===== src/rtl/mem_arb_pkg.sv =====
// Shared types and owner encodings for the two-cache memory-port arbiter.
package mem_arb_pkg;

  typedef enum logic [1:0] {
    IDLE  = 2'd0,
    GNT_I = 2'd1,
    GNT_D = 2'd2
  } arb_state_t;

  localparam logic OWN_I = 1'b0;
  localparam logic OWN_D = 1'b1;

endpackage


===== src/rtl/mem_arb_pick.sv =====
// Combinational winner select between the I-cache and D-cache requests.
// MEM_ARB_RR_EN selects round-robin tie-breaking; otherwise the D-cache wins ties.
module mem_arb_pick
  import mem_arb_pkg::*;
(
  input  logic i_req,
  input  logic d_req,
  input  logic last_winner,
  output logic grant_valid,
  output logic grant_owner
);

  logic w_tie_owner;

`ifdef MEM_ARB_RR_EN
  // On a tie the requester that did not win last time goes next.
  assign w_tie_owner = (last_winner == OWN_D) ? OWN_I : OWN_D;
`else
  logic w_unused_last_winner;
  assign w_unused_last_winner = last_winner;
  assign w_tie_owner          = OWN_D;
`endif

  // Winner select: a lone request wins outright, a tie goes to w_tie_owner.
  always_comb begin
    grant_valid = i_req | d_req;
    if (i_req && d_req) begin
      grant_owner = w_tie_owner;
    end else if (d_req) begin
      grant_owner = OWN_D;
    end else begin
      grant_owner = OWN_I;
    end
  end

endmodule


===== src/rtl/mem_arbiter.sv =====
// Shares one memory port between the I-cache and D-cache; grants one at a time.
// Tie policy is set by MEM_ARB_RR_EN inside mem_arb_pick.
module mem_arbiter
  import mem_arb_pkg::*;
#(
  parameter int ADDR_W = 28,
  parameter int DATA_W = 128
) (
  input  logic              clk,
  input  logic              rst_n,
  input  logic              i_read,
  input  logic [ADDR_W-1:0] i_addr,
  output logic [DATA_W-1:0] i_rdata,
  output logic              i_ready,
  input  logic              d_read,
  input  logic              d_write,
  input  logic [ADDR_W-1:0] d_addr,
  input  logic [DATA_W-1:0] d_wdata,
  output logic [DATA_W-1:0] d_rdata,
  output logic              d_ready,
  output logic              mem_read,
  output logic              mem_write,
  output logic [ADDR_W-1:0] mem_addr,
  output logic [DATA_W-1:0] mem_wdata,
  input  logic [DATA_W-1:0] mem_rdata,
  input  logic              mem_ready
);

  arb_state_t        r_state;
  logic              r_last_winner;
  logic              r_mem_read;
  logic              r_mem_write;
  logic [ADDR_W-1:0] r_mem_addr;
  logic [DATA_W-1:0] r_mem_wdata;

  logic w_i_req;
  logic w_d_req;
  logic w_grant_valid;
  logic w_grant_owner;

  assign w_i_req = i_read;
  assign w_d_req = d_read | d_write;

  mem_arb_pick u_pick (
    .i_req       (w_i_req),
    .d_req       (w_d_req),
    .last_winner (r_last_winner),
    .grant_valid (w_grant_valid),
    .grant_owner (w_grant_owner)
  );

  // Grant FSM; the memory request is latched at grant and held until mem_ready.
  always_ff @(posedge clk or negedge rst_n) begin
    if (!rst_n) begin
      r_state       <= IDLE;
      r_last_winner <= OWN_D;
      r_mem_read    <= 1'b0;
      r_mem_write   <= 1'b0;
      r_mem_addr    <= {ADDR_W{1'b0}};
      r_mem_wdata   <= {DATA_W{1'b0}};
    end else begin
      case (r_state)
        IDLE: begin
          if (w_grant_valid) begin
            r_last_winner <= w_grant_owner;
            if (w_grant_owner == OWN_D) begin
              r_state     <= GNT_D;
              r_mem_read  <= d_read;
              r_mem_write <= d_write;
              r_mem_addr  <= d_addr;
              r_mem_wdata <= d_wdata;
            end else begin
              r_state     <= GNT_I;
              r_mem_read  <= 1'b1;
              r_mem_write <= 1'b0;
              r_mem_addr  <= i_addr;
              r_mem_wdata <= {DATA_W{1'b0}};
            end
          end
        end
        GNT_I, GNT_D: begin
          // A requester dropping early does not release the grant; only memory does.
          if (mem_ready) begin
            r_state     <= IDLE;
            r_mem_read  <= 1'b0;
            r_mem_write <= 1'b0;
          end
        end
        default: begin
          r_state     <= IDLE;
          r_mem_read  <= 1'b0;
          r_mem_write <= 1'b0;
        end
      endcase
    end
  end

  assign mem_read  = r_mem_read;
  assign mem_write = r_mem_write;
  assign mem_addr  = r_mem_addr;
  assign mem_wdata = r_mem_wdata;

  // Completion routing: ready and data reach only the current owner, same cycle.
  always_comb begin
    i_ready = 1'b0;
    d_ready = 1'b0;
    i_rdata = {DATA_W{1'b0}};
    d_rdata = {DATA_W{1'b0}};
    if (r_state == GNT_I) begin
      i_ready = mem_ready;
      i_rdata = mem_rdata;
    end else if (r_state == GNT_D) begin
      d_ready = mem_ready;
      d_rdata = mem_rdata;
    end else begin
      i_ready = 1'b0;
      d_ready = 1'b0;
    end
  end

endmodule


===== config.mk =====
export PLATFORM = sky130hd
export DESIGN_NAME = mem_arbiter
export DESIGN_NICKNAME = d
export VERILOG_FILES = /design/src/rtl/mem_arb_pkg.sv /design/src/rtl/mem_arb_pick.sv /design/src/rtl/mem_arbiter.sv
export SDC_FILE = /design/constraint.sdc
export NUM_CORES = 1
export LEC_CHECK = 0
export ABC_CLOCK_PERIOD_IN_PS = 1600
export BUFFER_PORTS_ARGS = -buffer_cell sky130_fd_sc_hd__buf_4
export CAP_MARGIN = 0
export CORE_AREA = 2 2 282 284
export DETAILED_ROUTE_END_ITERATION = 10
export DIE_AREA = 0 0 284 286
export GPL_ROUTABILITY_DRIVEN = 0
export MAX_ROUTING_LAYER = met4
export SLEW_MARGIN = 20
export SYNTH_ARGS = -nofsm -noshare
export SYNTH_HDL_FRONTEND = slang
export SYNTH_SLANG_ARGS = --single-unit

===== constraint.sdc =====
create_clock -name clk -period 1.6 [get_ports clk]
set_input_delay 0 -clock clk [delete_from_list [all_inputs] [get_ports clk]]
set_output_delay 0 -clock clk [all_outputs]
set_load 0.02 [all_outputs]

==> metrics, run 1 <==
antenna violations before repair 33; Yosys top cell by area dfrtp_1; share of flip-flops with an asynchronous set or reset 1.00; total global-route track usage 0.134; Synth Net Count between 1k and 1.5k; top post-synthesis cells by area dfrtp_1 51%, and2_1 21%, a22o_1 15%, mux2i_1 3.6%, o21ai_0 1.9%; row cnt slightly above 100; htree depth 4; CTS Sinks 160; Worst endpoint type output port; worst slack, placed -0.172 ns; Failed at 5_2_route; first-pass GRT wire length about 75000 um; hpwl dp roughly 45000 um; status stopped before the end; Post-Syn Area between 7000 and 8000 um^2; Synth Register Bits 160; Yosys cell types 21; Boundary Pins between 700 and 800; PortBufs 733; Clk Tree Root Cell clkbuf_16; vias in the first global route roughly 9.6k; Ys Warns 0; Chip Width 284 um; Post-Syn Instances 720; Post-synth EDFFs 0; sequential area share after synthesis 0.513; Synth Flop Type dfrtp_1; area share of the largest cell type after synthesis 0.513; Mapped Avg Cell Area around 11 um^2; clk buf depth 2; Log Error [ERROR DRT-0255] Maze Route cannot find path of net i_rdata[49] in worker of routeBox ( 241500 0 ) ( 284000 48300 ).; largest net degree at the start of global routing 130; post-GRT worst EP d_rdata[85]; TritonCTS Buffers 17; total congestion overflow 0; Die Y-Extent between 200 and 300 um; Inst Count DP about 2.5k; synth cell count leaders 258 x and2_1, 160 x dfrtp_1, 131 x a22o_1; count leader, synth and2_1; initial core utilization 0.0995
==> cell families after synthesis <==
family,synth area share
simple gates,0.227
compound gates,0.172
flops,0.513
buf+inv,0.0473
mux,0.0359
fa+ha+maj,0.00481
==> routing by layer <==
| metal | global-route usage |
|---|---|
| met2 | 0.261 |
| met5 | - |
| met4 | 0.0271 |
| met3 | 0.0242 |
| met1 | 0.140 |
==> metrics by stage <==
step | area, um^2 | util | setup TNS [ns]
2_1_floorplan | 7800 | - | 0
3_3_place_gp | 14800 | 0.189 | -2.20
3_5_place_dp | 14800 | 0.189 | -3.93
4_1_cts | 17500 | 0.223 | -94.04
5_1_grt | 19500 | 0.248 | -138.20
==> timing repair <==
| item | in CTS | in global routing |
|---|---|---|
| endpoints found under the setup margin | 376 | 399 |
| buffers inserted | 0 | 17 |
| hold endpoints to repair | 318 | 0 |
| gates resized for setup | 46 | 391 |
| cloned | 0 | 28 |
| pin swaps | 0 | 54 |
| hold buffers | 189 | 0 |
==> inputs of run 2 (changes only) <==
Settings changed: CORE_AREA 2 2 282 284 to 2 2 289 291, DIE_AREA 0 0 284 286 to 0 0 291 293, MAX_ROUTING_LAYER met4 to default, PLACE_DENSITY_LB_ADDON from default to 0.15.
==> run 2 against run 1 <==
Effect of this change: synthesized cell count did not move; the flow now finishes, with violations (negative setup slack); area after synthesis is the same; global-route usage decreased by 1.2 points.
==> metrics, run 2 <==
Yosys top cell by area dfrtp_1; status finished with violations; # setup viols final between 300 and 400; cells along the critical path buf_6, ha_4, nor2b_4, buf_12, clkbuf_16, buf_8, and2_1, buf_6; fin crit share 1.26; Slew Viols, Final 0; first-pass GRT wire length 75100 um (+0.55%); Chip Width 291 um (+2.5%); Sw Share 0.428; Ys Warns 0 (unchanged); cell mode on critical path buf_6; DRC 0; Finished Layout Cells around 2.8k; worst clock skew 0.00602 ns; CP required about 1.6 ns; commonest non-fill, non-tap cell in the layout buf_4; largest family of logic cells by synthesized area simple AND/OR/NAND/NOR gates; initial DRC count between 200 and 250; Compound-Gate Fraction of Synth Area 0.172 (unchanged); synth cell count leaders 258 x and2_1, 160 x dfrtp_1, 131 x a22o_1; Synth Net Count 1041 (unchanged); Inst Count DP 2500 (+0.73%); Synth Flop Type dfrtp_1; minimum clock period approximately 2.0 ns; Area growth syn-to-layout 139%; Yosys cell types 21 (unchanged); max-cap viol count 0; Die Y-Extent 293 um (+2.4%); Seq pwr share 0.210; Peak VDD IR 0.845 mV; Lkg Pwr around 9 nW; hpwl dp 43700 um (-3.5%); xor and xnor area share after synthesis 0 (unchanged); count leader, synth and2_1; CP startpoint kind register; Power Total 34.3 mW; DR pass1 iterations 4; top post-synthesis cells by area dfrtp_1 51%, and2_1 21%, a22o_1 15%, mux2i_1 3.6%, o21ai_0 1.9%; Worst-path clk slew 0.06 ns; CP endpoint kind output pin; Boundary Pins 734 (unchanged); largest net degree at the start of global routing 68 (-48%); die area between 80000 and 90000 um^2; max reg flops 128; post-route setup slack -0.422 ns; core footprint 81800 um^2; Crit Path Category register to output pin; PortBufs 733 (unchanged); Crit. Startpoint r_state[0]$_DFFE_PN0P_; total global-route track usage 0.123 (-0.0115); DR vias 9284; htree depth 4 (unchanged); Clk Tree Root Cell clkbuf_16; layout cells sized above 1 0.558; share of flip-flops with an asynchronous set or reset 1.00 (unchanged); NetSw ~15 mW; initial core utilization 0.0953 (-0.00425); worst-path maximum fanout 10; violated checks negative setup slack; CTS tree done; post-synthesis simple-gate area fraction 0.227 (unchanged); Post-synth EDFFs 0 (unchanged); Mapped Avg Cell Area 10.8 um^2 (unchanged); TritonCTS Buffers 17 (unchanged); fmax just under 500 MHz; sequential area share after synthesis 0.513 (unchanged); RSZ-0062 raised after global routing yes; CTS Sinks 160 (unchanged); mux cell area share after synthesis 0.0359 (unchanged); Logic pwr share 0.662; area share of the largest cell type after synthesis 0.513 (unchanged); internal power 19.6 mW; vias in the first global route 9884 (+2.5%); min-delay worst type input pin to register; Min-Delay Startpoint i_read; Routed Antenna Nets 0; Crit-path slowest cell dfrtp_1; Synth Area in Adders 0.00481 (unchanged); most frequent cells in the layout 632 x buf_4, 189 x dlygate4sd3_1, 160 x dfrtp_1; routed vias/inst approximately 3.4; CP peak stage delay approximately 0.40 ns; Post-Syn Area 7800 um^2 (unchanged); antenna violations before repair 22 (-33%); clk buf depth 2 (unchanged); total congestion overflow 0 (unchanged); Post-Route WL 55200 um; Power Dens Cells about 1800 nW/um^2; Post-Syn Instances 720 (unchanged); r2r setup slk -0.12 ns; Synth Register Bits 160 (unchanged); wire per inst approximately 20 um; worst-margin pin slew about 0.85 ns; Worst R2R Start r_state[1]$_DFFE_PN0P_; Worst-Skew Late Latency roughly 0.45 ns; nets@finish 1984; Layout fillers roughly 9.0k; Max-slew headroom 0.436; Arr. time, crit path 2.02 ns; final hold vios 0; row cnt 105 (+1.9%); Clk pwr share 0.128
[run 2: cell counts after synthesis]
No cell type changed its count.
[run 2: per-layer routing]
| layer | GRT usage | routed length, um | vias up |
|---|---|---|---|
| met5 | 0 | 35 | - |
| met4 | 0.0249 | 867 | 6 |
| met3 | 0.0374 | 3560 | 49 |
| met2 | 0.242 | 30900 | 402 |
| met1 | 0.126 | 19800 | 4471 |
| li1 | - | - | 4356 |
[run 2: power groups by stage]
| stage | Clock, mW | Sequential [mW] | Combinational, mW |
|---|---|---|---|
| 3_3_place_gp | 0 | 7.30 | 19.7 |
| 6_report | 4.39 | 7.19 | 22.7 |
| 2_1_floorplan | 0 | 9.37 | 7.81 |
| 3_5_place_dp | 0 | 7.18 | 19.8 |
| 4_1_cts | 4.62 | 7.21 | 21.4 |
| 5_1_grt | 4.77 | 7.45 | 24.1 |
[run 2: layout make-up]
type | instances | area [um^2] | area share
clock buffers | 19 | 433 | 0.0232
inverters | 3 | 11.3 | 0.000605
multi-input cells | 492 | 3700 | 0.199
diodes | 7 | 17.5 | 0.000941
well taps | 1070 | 1340 | 0.0719
flip-flops and latches | 160 | 4000 | 0.215
repair buffers | 989 | 8950 | 0.481
clock inverters | 10 | 163 | 0.00873
[run 2: repair_timing]
item,in CTS,in global routing
buffers inserted,8,6
gates resized for setup,59,192
hold buffers,190,0
gates cloned,7,5
setup endpoints to repair,384,406
hold endpoints to repair,320,0
[run 2: kinds of logic after synthesis]
family	after synthesis
AOI/OAI and AO/OA	165
adders and majority gates	3
buffers and inverters	68
DFF	160
muxes	28
and+or+nand+nor	296
[run 2: path summary, 6_finish.rpt]
check | end | cells past startpoint
max in group asynchronous | mem_wdata[60]$_DFFE_PN0P_ | 3
min in group asynchronous | mem_wdata[119]$_DFFE_PN0P_ | 3
setup / recovery | d_rdata[99] | 8
hold / removal | mem_addr[6]$_DFFE_PN0P_ | 4
setup reg to reg | mem_wdata[50]$_DFFE_PN0P_ | 6
hold reg to reg | mem_addr[1]$_DFFE_PN0P_ | 2
[run 2: through the flow]
| step | area, um^2 | setup TNS, ns | hold slack, ns | setup WS [ns] | utilization |
|---|---|---|---|---|---|
| global placement | 14800 | -4.12 | -0.0931 | -0.109 | 0.181 |
| floorplan | 7800 | 0 | -0.296 | 0.135 | - |
| detailed placement | 14800 | -5.18 | -0.0890 | -0.0831 | 0.181 |
| CTS | 17800 | -101.46 | 0.00689 | -0.481 | 0.217 |
| finish | 18600 | -97.44 | 0.0324 | -0.422 | 0.228 |
| global route | 18600 | -134.58 | 0.0248 | -0.521 | 0.228 |
[run 2: critical path: cells and delay by family (launching register included)]
kind / cells / cell delay [ns]
adder cells (fa/ha/maj): 1 / 0.17
flip-flops: 1 / 0.40
buffers and inverters: 5 / 0.67
AND/OR/NAND/NOR: 2 / 0.32
No activity file was read; power rests on OpenSTA's default activity.
